**src/rtl/fpu_accumulator.sv**
```systemverilog
// Packet accumulator around an external combinational floating-point adder.
// Beats are summed until in_last, then the result is held until out_ready.
module fpu_accumulator #(
  parameter int unsigned double = 0,
  localparam int unsigned W = (double != 0) ? 64 : 32
) (
  input  logic         clk,
  input  logic         rst,
  input  logic         in_valid,
  output logic         in_ready,
  input  logic [W-1:0] in_data,
  input  logic         in_last,
  output logic [W-1:0] add_a,
  output logic [W-1:0] add_b,
  input  logic [W-1:0] add_result,
  input  logic         add_exception,
  output logic         out_valid,
  input  logic         out_ready,
  output logic [W-1:0] out_sum,
  output logic [15:0]  out_count,
  output logic         out_exception
);

  localparam int unsigned EW = (double != 0) ? 11 : 8;

  typedef enum logic [1:0] {StIdle, StAcc, StHold} state_e;

  state_e       state;
  logic [W-1:0] acc;
  logic [15:0]  count;
  logic         sticky;

  function automatic logic exp_ones(input logic [W-1:0] v);
    return &v[W-2 -: EW];
  endfunction

  always_ff @(posedge clk or posedge rst) begin
    if (rst) begin
      state     <= StIdle;
      acc       <= '0;
      count     <= '0;
      sticky    <= 1'b0;
      out_valid <= 1'b0;
    end else begin
      unique case (state)
        StIdle: begin
          // The first beat is loaded verbatim; the adder is not involved.
          if (in_valid) begin
            acc       <= in_data;
            count     <= 16'd1;
            sticky    <= exp_ones(in_data);
            state     <= in_last ? StHold : StAcc;
            out_valid <= in_last;
          end
        end
        StAcc: begin
          if (in_valid) begin
            acc       <= add_result;
            count     <= (count == 16'hffff) ? count : count + 16'd1;
            sticky    <= sticky | add_exception | exp_ones(add_result);
            state     <= in_last ? StHold : StAcc;
            out_valid <= in_last;
          end
        end
        StHold: begin
          if (out_ready) begin
            state     <= StIdle;
            out_valid <= 1'b0;
          end
        end
        default: begin
          state     <= StIdle;
          out_valid <= 1'b0;
        end
      endcase
    end
  end

  assign in_ready      = ~rst & (state != StHold);
  assign add_a         = acc;
  assign add_b         = in_data;
  assign out_sum       = out_valid ? acc : '0;
  assign out_count     = out_valid ? count : 16'd0;
  assign out_exception = out_valid & sticky;

endmodule
```
**config.mk**
```make
export PLATFORM = sky130hd
export DESIGN_NAME = fpu_accumulator
export DESIGN_NICKNAME = d
export VERILOG_FILES = /design/src/rtl/fpu_accumulator.sv
export SDC_FILE = /design/constraint.sdc
export NUM_CORES = 1
export LEC_CHECK = 0
export BUFFER_PORTS_ARGS = -buffer_cell sky130_fd_sc_hd__buf_2
export CORE_MARGIN = 2
export CORE_UTILIZATION = 45
export DETAILED_ROUTE_END_ITERATION = 16
export GPL_TIMING_DRIVEN = 1
export HOLD_SLACK_MARGIN = 0.15
export PLACE_DENSITY = 0.85
export SYNTH_ARGS = -nofsm -noshare
export SYNTH_HDL_FRONTEND = slang
export SYNTH_SLANG_ARGS = --single-unit
```
**constraint.sdc**
```tcl
create_clock -name clk -period 3 [get_ports clk]
set_clock_uncertainty 0.05 [all_clocks]
set_input_delay 0.45 -clock clk [delete_from_list [all_inputs] [get_ports clk]]
set_output_delay 0.45 -clock clk [all_outputs]
set_load 0.01 [all_outputs]
```
# Yosys cells after proc, flatten, opt, wreduce, memory -nomap -nowiden
# Cells that the tools add are included.
[totals] ff_bits=52 inputBits=70 output_inout_bits=115
[classes] add_sub_neg=1 eq_ne=9 mux=19 bitwise=5 n_reduce_logical=8
[ops] op="two-way mux 32 bit" count=3
[ops] op="two-way mux 16 bit" count=4
[ops] op="case mux 32 bit (2 select lines)" count=1
[ops] op="case mux 16 bit (2 select lines)" count=1
[ops] op="adder 16 x 1 -> 16 bit (second input constant)" count=1
[ops] op="equality test 16 bit (second input constant)" count=1
[ops] op="AND reduction 8 bit" count=2
[ops] op="!= test 2 bit (second input constant)" count=5
[ops] op="two-way mux 2 bit" count=3
[ops] op="two-way mux 1 bit" count=4
[ops] op="case mux 1 bit (2 select lines)" count=2
[ops] op="case mux 2 bit (2 select lines)" count=1
[ops] op="AND reduction 4 bit" count=1
[ops] op="AND reduction 3 bit" count=1
[ops] op="AND 1 bit" count=2
[ops] op="equality test 2 x 1 -> 1 bit (second input constant)" count=1
[ops] op="equality test 2 bit (second input constant)" count=1
[ops] op="zero test 2 bit" count=1
[ops] op="!= test 2 x 1 -> 1 bit (second input constant)" count=1
[ops] op="OR 1 bit" count=2
[ops] op="AND reduction 2 bit" count=1
[ops] op="nonzero test 2 bit" count=1
[ops] op="OR reduction 2 bit" count=1
[ops] op="inverter 1 bit" count=1

# Logic depth before layout (Yosys ltp)
# Gate-level depths: netlist (run 1).
[logic_depth] ltp_word=4 ltp_mapped=8 depth_no_buf=6

# Worst setup path after synthesis (run 1)
# No wires, ideal clock.
[synth_timing] kind="flip-flop to flip-flop" startpoint="register count[0]" endpoint="register count[10]" arrival_time_ns=1.538 required_ns=2.840 slack_ns=1.302 path_stages_with_launch=8 n_path_buf=1 path_cell_list="dfrtp_1 ha_1 nand3_1 or2_2 o31ai_2 buf_4 o21ai_1 o41ai_1"
[synth_via] elab_chain_len=4 word_cells_on_any_way=7 cone_classes="1 x add/sub; 2 x eq/ne; 3 x mux; 1 x reduce/logical"
[synth_rtl] element="start, declared" line="30" text="logic [15:0] count;"
[synth_rtl] element="start signal, assigned" line="59" text="count <= (count == 16'hffff) ? count : count + 16'd1;"
[synth_rtl] element="adder 16 x 1 -> 16 bit" line="59"
[synth_rtl] element="two-way mux 16 bit" line="59"
[synth_rtl] element="two-way mux 16 bit" line="57" text="if (in_valid) begin"
[synth_rtl] element="case mux 16 bit (2 select lines)" line="45" text="unique case (state)"
# Parallel ways exist; a longest one is shown, timed or not. The select of a mux whose other input is x is not followed.
# A chain may end at the register's enable or synchronous reset.

# Final worst setup path (run 1)
[layout_timing] startpoint="register out_valid" endpoint="output port out_sum[18]"
[layout_via] elab_chain_len=1
[layout_rtl] element="start, declared" line="17" text="output logic out_valid,"
[layout_rtl] element="start signal, assigned" line="53" text="out_valid <= in_last;"
[layout_rtl] element="start signal, assigned" line="62" text="out_valid <= in_last;"
[layout_rtl] element="two-way mux 32 bit" line="82" text="assign out_sum = out_valid ? acc : '0;"
[layout_rtl] element="end, declared" line="19" text="output logic [W-1:0] out_sum,"
# Every way passes these cells.

==> impl_metrics.csv, run 1 <==
group,metric,value,unit
status,run_status,"finished clean",
sta,finalSetupTns,0,ns
global_routing,antenna_found_initial,0,
clock_network,clk_latency,0.30,ns
logic_synthesis,synth_compound_area_frac,0.145,
drt,wl_met3,475,µm
critical_path,critPathCaptureType,"output port",
floorplan,num_rows,30,
pwr,internal-power,1.25,mW
floorplan,coreArea,0.00679,mm²
clock_network,cts_tree,"built",
sta,setup_viol,0,
cells_and_area,diodes,0,
logic_synthesis,syn_inst,352,
drt,met1_length,3460,µm
place,post-place-cells,582,
cells_and_area,final_cell_area,0.00396,mm²
min_path,hp-class,"in -> async",
pwr,p_clk_frac,0.204,
logic_synthesis,yosys.area_share.simple,0.226,
critical_path,cp_num_buf_inv,2,
global_routing,grt_max_degree,40,
global_routing,gr-usage-all-layers,0.216,
sta,timing.fmax,412,MHz
clock_network,cts.path.max_buffers,2,
clock_network,path_clk_slew,0.10,ns
floorplan,die_w,87.6,µm
sta,min_period_over_period,0.809,
cells_and_area,nets,564,
logic_synthesis,post_synth.cell_area_avg,8.93,µm²
cells_and_area,syn2layout_area_growth,26.0,%
logic_synthesis,synth_async_sr_flop_share,1.00,
logic_synthesis,seq_area_frac_synth,0.406,
drt,route.met2.wl,4430,µm
pwr,power_switching,707,µW
logic_synthesis,synthAdderAreaFrac,0.00398,
critical_path,cp_top_family,"flip-flops",
global_routing,grt_pass1_vias,2760,
pwr,seq_power_share,0.476,
critical_path,rrSetupSlack,0.71,ns
logic_synthesis,ys_warn_count,0,
critical_path,crit_chain,"buf_4 -> and2_1 -> buf_2",
cells_and_area,n_fill_cell,628,
drt,vias_per_cell,5.15,
clock_network,postCtsHoldBufs,0,
critical_path,cp_slowest_stage_delay,0.93,ns
pwr,p_leak,2.11,nW
run,maxCapViolations,0,
sta,slew_violations,0,
sta,hold_viol,0,
clock_network,cts_root_buf,"clkbuf_8",
pwr,swShare,0.362,
global_routing,grt_pass1_wl,13000,µm
logic_synthesis,synth_xor_area_frac,0,
drt,vias,3037,
clock_network,clock_sinks,51,
sta,max_slew_margin,0.415,
logic_synthesis,synthFlopType,"dfrtp_1",
drt,wirelength,8520,µm
drt,avgRoutedWirePerCell,14.4,µm
place,dp.final_hpwl,6470,µm
floorplan,start_util,0.463,
clock_network,ctsResizeCount,0,
floorplan,die_height,87.6,µm
critical_path,worstPathMaxFanout,33,
place,place_ws,0.774,ns
sta,grt_setup_unrepaired,"no",
logic_synthesis,synthesis.nets,423,
critical_path,worstPathRequired,2.50,ns
place,port_buffers,184,
cells_and_area,drive_gt1_frac,0.423,
clock_network,cts_buffers,5,
clock_network,post-cts-setup-buffer-count,0,
critical_path,critical_path_class,"reg -> out",
critical_path,timing.rr.end,"count[14]$_DFFE_PP0P_",
critical_path,crit_slowest_cell,"dfrtp_1",
floorplan,io_pins,185,
sta,post-route-min-period,2.43,ns
logic_synthesis,synth_mux_area_frac,0.102,
global_routing,grt_overflow,0,
pwr,ir_drop,0.274,mV
place,gp_congestion,0.866,
sta,fin_ws,0.574,ns
drt,drc,0,
pwr,powerDensity,493,mW/mm²
place,post_dp_cell_area,0.00387,mm²
critical_path,ff2ff_path_depth,6,
critical_path,reg2reg_from,"count[0]$_DFFE_PP0P_",
drt,highest_layer,"met4",
pwr,total_power,1.95,mW
clock_network,htreeDepth,2,
logic_synthesis,synth-edff-count,0,
cells_and_area,stdcell_count,590,
pwr,pwr-share-comb,0.320,
logic_synthesis,ys_ff_latch,51,
sta,worst_slew_pin_slew,0.878,ns
drt,drtPass1Iterations,6,
drt,drt-initial-drc-count,125,
logic_synthesis,synth_area,0.00314,mm²
critical_path,start_kind,"register",
floorplan,design.die.area,0.00767,mm²
logic_synthesis,ys_types,40,
critical_path,worstPathArrival,1.93,ns
drt,ant_nets,0,
logic_synthesis,synth_top_family_by_area,"simple AND/OR/NAND/NOR gates",
routing by layer:
metal,up-vias,global-route usage
li1,1460,-
met1,1441,0.265
met2,121,0.382
met3,15,0.0377
met4,0,0.0741
met5,-,0
registers in the layout, indices dropped and copies added, names as in the netlist:
signal     flops
state          1
add_a         32
count         16
sticky         1
out_valid      1
how the worst max path moves through the flow:
stage	startpoint	to	slack [ns]	cells past startpoint
2_1_floorplan	rst	add_a[0]$_DFFE_PP0P_	1.27	1
6_report	out_valid$_DFFE_PP0P_	out_sum[18]	0.57	3
4_1_cts	out_valid$_DFFE_PP0P_	out_sum[18]	0.55	3
3_5_place_dp	count[0]$_DFFE_PP0P_	count[14]$_DFFE_PP0P_	0.77	6
5_1_grt	out_valid$_DFFE_PP0P_	out_sum[21]	0.44	3
3_3_place_gp	count[0]$_DFFE_PP0P_	count[14]$_DFFE_PP0P_	0.85	6
Yosys cell counts, types with 6 or more instances:
cell | n | area [µm²]
nand2_1 | 42 | 158
and2_1 | 51 | 319
nand4_1 | 6 | 37.5
clkbuf_1 | 14 | 52.6
mux2i_1 | 32 | 320
nor2_1 | 7 | 26.3
o21ai_0 | 39 | 195
dfrtp_1 | 51 | 1280
o21ai_1 | 6 | 30.0
a21oi_1 | 8 | 40.0
nand3_1 | 12 | 60.1
o31ai_1 | 6 | 45.0
buf_4 | 34 | 255
layout by cell type (no fill, tap or decap), types with 2 or more instances in the layout:
cell type,n
a31oi_1,4
nor2_1,7
buf_2,184
buf_4,5
nand2_1,42
nor2_2,2
dfrtp_1,50
mux2i_1,32
and3_4,2
nand3_1,12
o31ai_1,6
o21ai_1,6
o41ai_1,3
and2_1,51
clkbuf_8,5
o311ai_0,2
inv_1,3
a21oi_1,8
clkinvlp_4,2
and3_1,2
nand4_1,6
o21ai_0,39
layout make-up:
class,instances,area [µm²],area share
clock inverter,3,20.0,0.00505
clock buffer,5,68.8,0.0174
timing repair buffer,189,958,0.242
inverter,4,15.0,0.00379
tap,96,120,0.0303
sequential,51,1280,0.322
multi-input combinational,242,1500,0.379
power by group through the flow:
stage          Sequential, mW  Combinational [mW]  Clock, mW
4_1_cts                 0.927               0.632      0.406
3_5_place_dp            0.939               0.630          0
2_1_floorplan           0.938               0.374          0
5_1_grt                 0.949               0.690      0.438
6_report                0.929               0.625      0.399
3_3_place_gp            0.931               0.614          0
cells by family (layout without fill, tap and decap cells):
group	Yosys count	count (layout)
buf+inv	59	201
flops	51	51
compound gates	76	76
mux	32	32
fa+ha+maj	1	1
simple gates	133	133
metrics by stage:
| stage | hold slack, ns | util |
|---|---|---|
| 2_1_floorplan | 0.407 | - |
| 3_3_place_gp | 0.428 | 0.570 |
| 3_5_place_dp | 0.430 | 0.570 |
| 4_1_cts | 0.225 | 0.583 |
| 5_1_grt | 0.244 | 0.583 |
| 6_report | 0.191 | 0.583 |
Power figures use the tool's default switching activity.
==> run 2, diff against run 1 <==
Settings changed: CORE_UTILIZATION 45 to 40, PLACE_DENSITY 0.85 to 0.8.
Clock period 3 ns to 2.07 ns, I/O delays scaled along.
==> impl_metrics.csv, run 2 (same netlist as run 1, synthesis figures left out) <==
group,metric,value,unit
global_routing,grt_overflow,0,
min_path,hold_path_end,"out_valid$_DFFE_PP0P_",
pwr,pwr-share-comb,0.330,
place,dp.final_hpwl,6670,µm
critical_path,cp_top_family,"simple AND/OR/NAND/NOR gates",
floorplan,coreArea,0.00769,mm²
drt,ant_nets,0,
pwr,ir_drop,0.376,mV
clock_network,path_clk_slew,0.09,ns
critical_path,reg2reg_from,"count[1]$_DFFE_PP0P_",
sta,post-route-min-period,1.84,ns
global_routing,grt_pass1_wl,14100,µm
cells_and_area,final_cell_area,0.00409,mm²
drt,vias_per_cell,5.01,
floorplan,io_pins,185,
sta,fin_ws,0.227,ns
critical_path,worstPathRequired,2.23,ns
pwr,internal-power,1.97,mW
min_path,hp-class,"in -> reg",
cells_and_area,finish.utilization,0.532,
global_routing,antenna_found_initial,0,
drt,drtPass1Iterations,4,
global_routing,gr-usage-all-layers,0.202,
cells_and_area,n_fill_cell,730,
cells_and_area,layout_commonest_cell,"buf_2",
status,run_status,"finished clean",
place,post_dp_cell_area,0.00396,mm²
pwr,seq_power_share,0.445,
critical_path,crit_slowest_cell,"dfrtp_1",
global_routing,grt_max_degree,57,
drt,vias,3033,
run,maxCapViolations,0,
floorplan,design.die.area,0.00859,mm²
cells_and_area,stdcell_count,605,
sta,grt_setup_unrepaired,"no",
pwr,total_power,2.98,mW
critical_path,worstPathMaxFanout,6,
critical_path,timing.rr.end,"count[14]$_DFFE_PP0P_",
pwr,p_clk_frac,0.225,
clock_network,clock_sinks,51,
critical_path,cp_slowest_stage_delay,0.43,ns
clock_network,cts_root_buf,"clkbuf_8",
clock_network,cts_tree,"built",
sta,whs,0.228,ns
sta,setup_viol,0,
clock_network,clk_latency,0.30,ns
place,post-place-cells,595,
sta,worst_slew_pin_slew,0.527,ns
pwr,powerDensity,728,mW/mm²
critical_path,crit_chain,"ha_1 -> nand3_2 -> or2_2 -> o31ai_2 -> buf_4 -> o21ai_0 -> o31ai_1",
drt,drc,0,
pwr,power_switching,1.01,mW
place,gp_congestion,0.888,
floorplan,num_rows,32,
cells_and_area,syn2layout_area_growth,30.2,%
drt,drt-initial-drc-count,73,
cells_and_area,diodes,0,
cells_and_area,regArea,0.00128,mm²
critical_path,worstPathArrival,2.00,ns
cells_and_area,final_cell_mix,"buf_2, and2_1, dfrtp_1, nand2_1, o21ai_0",
floorplan,start_util,0.409,
critical_path,cp.depth,7,
drt,wirelength,8740,µm
cells_and_area,largest_register_ffs,32,
sta,hold_viol,0,
floorplan,die_w,92.7,µm
sta,max_slew_margin,0.648,
critical_path,critical_path_class,"reg -> reg",
critical_path,critPathCaptureType,"register",
critical_path,rrSetupSlack,0.23,ns
place,place_ws,0.199,ns
sta,finalSetupTns,0,ns
cells_and_area,nets,574,
critical_path,ff2ff_path_depth,7,
global_routing,grt_pass1_vias,2993,
drt,avgRoutedWirePerCell,14.5,µm
sta,slew_violations,0,
clock_network,cts_buffers,5,
pwr,p_leak,2.17,nW
sta,timing.fmax,543,MHz
clock_network,htreeDepth,2,
floorplan,die_height,92.7,µm
min_path,hp-start,"in_last",
cells_and_area,multi_input_area,0.00151,mm²
critical_path,cp_num_buf_inv,1,
pwr,swShare,0.339,
sta,min_period_over_period,0.890,
cells_and_area,drive_gt1_frac,0.429,
place,port_buffers,184,
min_path,hold_path_depth,3,
clock_network,cts.path.max_buffers,2,
critical_path,start_kind,"register",
## run 2: cell types whose count changed in the layout (fill, tap and decap cells not counted), sizes merged
cell | before | now
buf | 189 | 197
bufinv | 0 | 1
clkbuf | 5 | 6
clkinv | 1 | 0
clkinvlp | 2 | 0
dlygate4sd3 | 0 | 2
## run 2: area by class of cell
type | instances | area share
Multi-Input combinational cell | 242 | 0.368
Sequential cell | 51 | 0.312
Timing Repair Buffer | 199 | 0.260
Tap cell | 102 | 0.0312
Clock buffer | 6 | 0.0177
Clock inverter | 1 | 0.00734
Inverter | 4 | 0.00367
## run 2: worst min-delay path, cell delays in order
cell and delay (ns):
buf_2 0.10, nand2_1 0.07, o22ai_1 0.07
## run 2: per-layer routing
layer,track usage,part of all wire
met1,0.243,0.41
met2,0.358,0.50
met3,0.0480,0.073
met4,0.0637,0.023
met5,0,0
## run 2: power by group through the flow
stage / Combinational (mW) / Clock [mW] / Sequential, mW
after global routing: 1.09 / 0.737 / 1.35
after global placement: 0.950 / 0 / 1.33
final: 0.983 / 0.670 / 1.33
after floorplan: 0.542 / 0 / 1.36
after CTS: 0.983 / 0.687 / 1.33
after detailed placement: 0.977 / 0 / 1.34
## run 2: worst max path at each step
stage,startpoint,slack (ns),endpoint
global placement,count[1]$_DFFE_PP0P_,0.29,count[7]$_DFFE_PP0P_
global route,count[1]$_DFFE_PP0P_,0.06,count[14]$_DFFE_PP0P_
floorplan,count[0]$_DFFE_PP0P_,0.37,count[10]$_DFFE_PP0P_
CTS,count[1]$_DFFE_PP0P_,0.18,count[12]$_DFFE_PP0P_
finish,count[1]$_DFFE_PP0P_,0.23,count[14]$_DFFE_PP0P_
detailed placement,count[1]$_DFFE_PP0P_,0.20,count[12]$_DFFE_PP0P_
## run 2: timing repair
action | in CTS | in global routing
hold endpoints to repair | 23 | 0
hold buffers | 2 | 0
gates resized for setup | 0 | 1
setup endpoints to repair | 0 | 1
setup buffers | 0 | 1
==> run 3, diff against run 2 <==
Settings changed: CORE_MARGIN 2 to 3, CORE_UTILIZATION 40 to 44, PLACE_DENSITY 0.8 to 0.84.
Clock period 2.07 ns to 2.05 ns, I/O delays scaled along.
==> impl_metrics.csv, run 3 (same netlist as run 1, synthesis figures left out) <==
group,metric,value,unit
pwr,swShare,0.343,
global_routing,gr-usage-all-layers,0.217,
cells_and_area,nets,571,
global_routing,grt_pass1_wl,14700,µm
place,gp_congestion,0.903,
cells_and_area,regArea,0.00128,mm²
cells_and_area,finish.utilization,0.595,
place,post_dp_cell_area,0.00394,mm²
drt,ant_nets,0,
drt,vias,3077,
sta,hold_viol,0,
pwr,power_switching,1.05,mW
drt,drc,0,
floorplan,start_util,0.458,
sta,post-route-min-period,1.89,ns
cells_and_area,layout_commonest_cell,"buf_2",
drt,avgRoutedWirePerCell,14.9,µm
critical_path,start_kind,"register",
pwr,pwr-share-comb,0.309,
place,dp.final_hpwl,6940,µm
floorplan,die_height,90.5,µm
drt,drt-initial-drc-count,147,
sta,worst_slew_pin_slew,0.526,ns
cells_and_area,diodes,0,
clock_network,clk_latency,0.30,ns
clock_network,clock_sinks,51,
drt,drtPass1Iterations,4,
cells_and_area,final_cell_mix,"buf_2, and2_1, dfrtp_1, nand2_1, o21ai_0",
global_routing,grt_max_degree,52,
drt,wirelength,8910,µm
sta,grt_setup_unrepaired,"no",
critical_path,critPathCaptureType,"register",
pwr,powerDensity,748,mW/mm²
clock_network,path_clk_slew,0.10,ns
critical_path,worstPathArrival,2.02,ns
clock_network,cts.path.max_buffers,2,
sta,slew_violations,0,
sta,max_slew_margin,0.649,
global_routing,antenna_found_initial,0,
run,maxCapViolations,0,
global_routing,grt_pass1_vias,3034,
drt,vias_per_cell,5.15,
place,port_buffers,184,
pwr,p_clk_frac,0.244,
floorplan,design.die.area,0.00820,mm²
sta,setup_viol,0,
cells_and_area,final_cell_area,0.00409,mm²
cells_and_area,largest_register_ffs,32,
global_routing,grt_overflow,0,
min_path,hp-class,"in -> reg",
cells_and_area,n_fill_cell,607,
clock_network,cts_buffers,5,
cells_and_area,multi_input_area,0.00151,mm²
sta,min_period_over_period,0.921,
critical_path,critical_path_class,"reg -> reg",
floorplan,num_rows,30,
pwr,ir_drop,0.395,mV
status,run_status,"finished clean",
pwr,internal-power,2.01,mW
critical_path,worstPathRequired,2.19,ns
floorplan,io_pins,185,
pwr,p_leak,2.17,nW
floorplan,die_w,90.5,µm
clock_network,htreeDepth,2,
sta,timing.fmax,530,MHz
cells_and_area,drive_gt1_frac,0.431,
pwr,seq_power_share,0.447,
floorplan,coreArea,0.00687,mm²
cells_and_area,syn2layout_area_growth,30.0,%
critical_path,worstPathMaxFanout,7,
clock_network,cts_tree,"built",
clock_network,cts_root_buf,"clkbuf_8",
sta,finalSetupTns,0,ns
==> run 3: cell types whose count changed in the layout (fill, tap and decap cells not counted), sizes merged <==
| cell | before | now |
|---|---|---|
| inv | 4 | 5 |
| buf | 197 | 194 |
==> run 3: per-layer routing <==
metal / vias to the layer above / global-route usage / part of all wire
met4: 0 / 0.0727 / 0.020
met2: 128 / 0.380 / 0.51
met1: 1452 / 0.265 / 0.41
met5: - / 0 / 0
li1: 1483 / - / -
met3: 14 / 0.0433 / 0.062
==> run 3: worst paths after layout <==
path,startpoint,to,slack (ns),depth (start not counted)
setup / recovery,count[0]$_DFFE_PP0P_,count[10]$_DFFE_PP0P_,0.16,7
hold / removal,in_last,state[0]$_DFFE_PP0P_,0.21,4
setup reg to reg,count[0]$_DFFE_PP0P_,count[10]$_DFFE_PP0P_,0.16,7
hold reg to reg,add_a[0]$_DFFE_PP0P_,add_a[0]$_DFFE_PP0P_,0.45,2
max in group asynchronous,rst,count[0]$_DFFE_PP0P_,1.13,4
min in group asynchronous,rst,count[9]$_DFFE_PP0P_,0.57,4
==> run 3: critical path: stages (launching register included) <==
cell and delay (ns):
dfrtp_2 0.43, ha_1 0.20, nand3_1 0.18, or2_2 0.37
o31ai_4 0.24, buf_4 0.17, o21ai_1 0.06, o41ai_1 0.07
==> run 3: what timing repair did <==
action | in CTS | in global routing
hold buffers | 2 | 0
resized for setup | 0 | 3
buffers inserted | 0 | 0
hold endpoints to repair | 52 | 0
setup endpoints to repair | 0 | 10
==> run 3: cell type report <==
class / count / share of cell area
multi-input cells: 242 / 0.369
flip-flops and latches: 51 / 0.313
inverters: 4 / 0.00367
clock buffers: 6 / 0.0202
clock inverters: 2 / 0.00949
well taps: 96 / 0.0294
repair buffers: 196 / 0.255
==> run 3: power by group through the flow <==
stage / sequential [mW] / combinational, mW / clock (mW)
finish: 1.37 / 0.944 / 0.747
global placement: 1.37 / 0.923 / 0
detailed placement: 1.38 / 0.951 / 0
CTS: 1.36 / 0.956 / 0.770
global route: 1.39 / 1.05 / 0.823
floorplan: 1.37 / 0.548 / 0
==> run 3: stage by stage <==
| step | std cells | setup WS, ns | hold slack, ns | power (mW) |
|---|---|---|---|---|
| finish | 597 | 0.162 | 0.210 | 3.06 |
| global route | 597 | 0.0295 | 0.194 | 3.27 |
| CTS | 597 | 0.0707 | 0.200 | 3.08 |
| detailed placement | 587 | 0.0911 | 0.344 | 2.33 |
| global placement | 587 | 0.196 | 0.332 | 2.29 |
| floorplan | 352 | 0.352 | 0.347 | 1.92 |
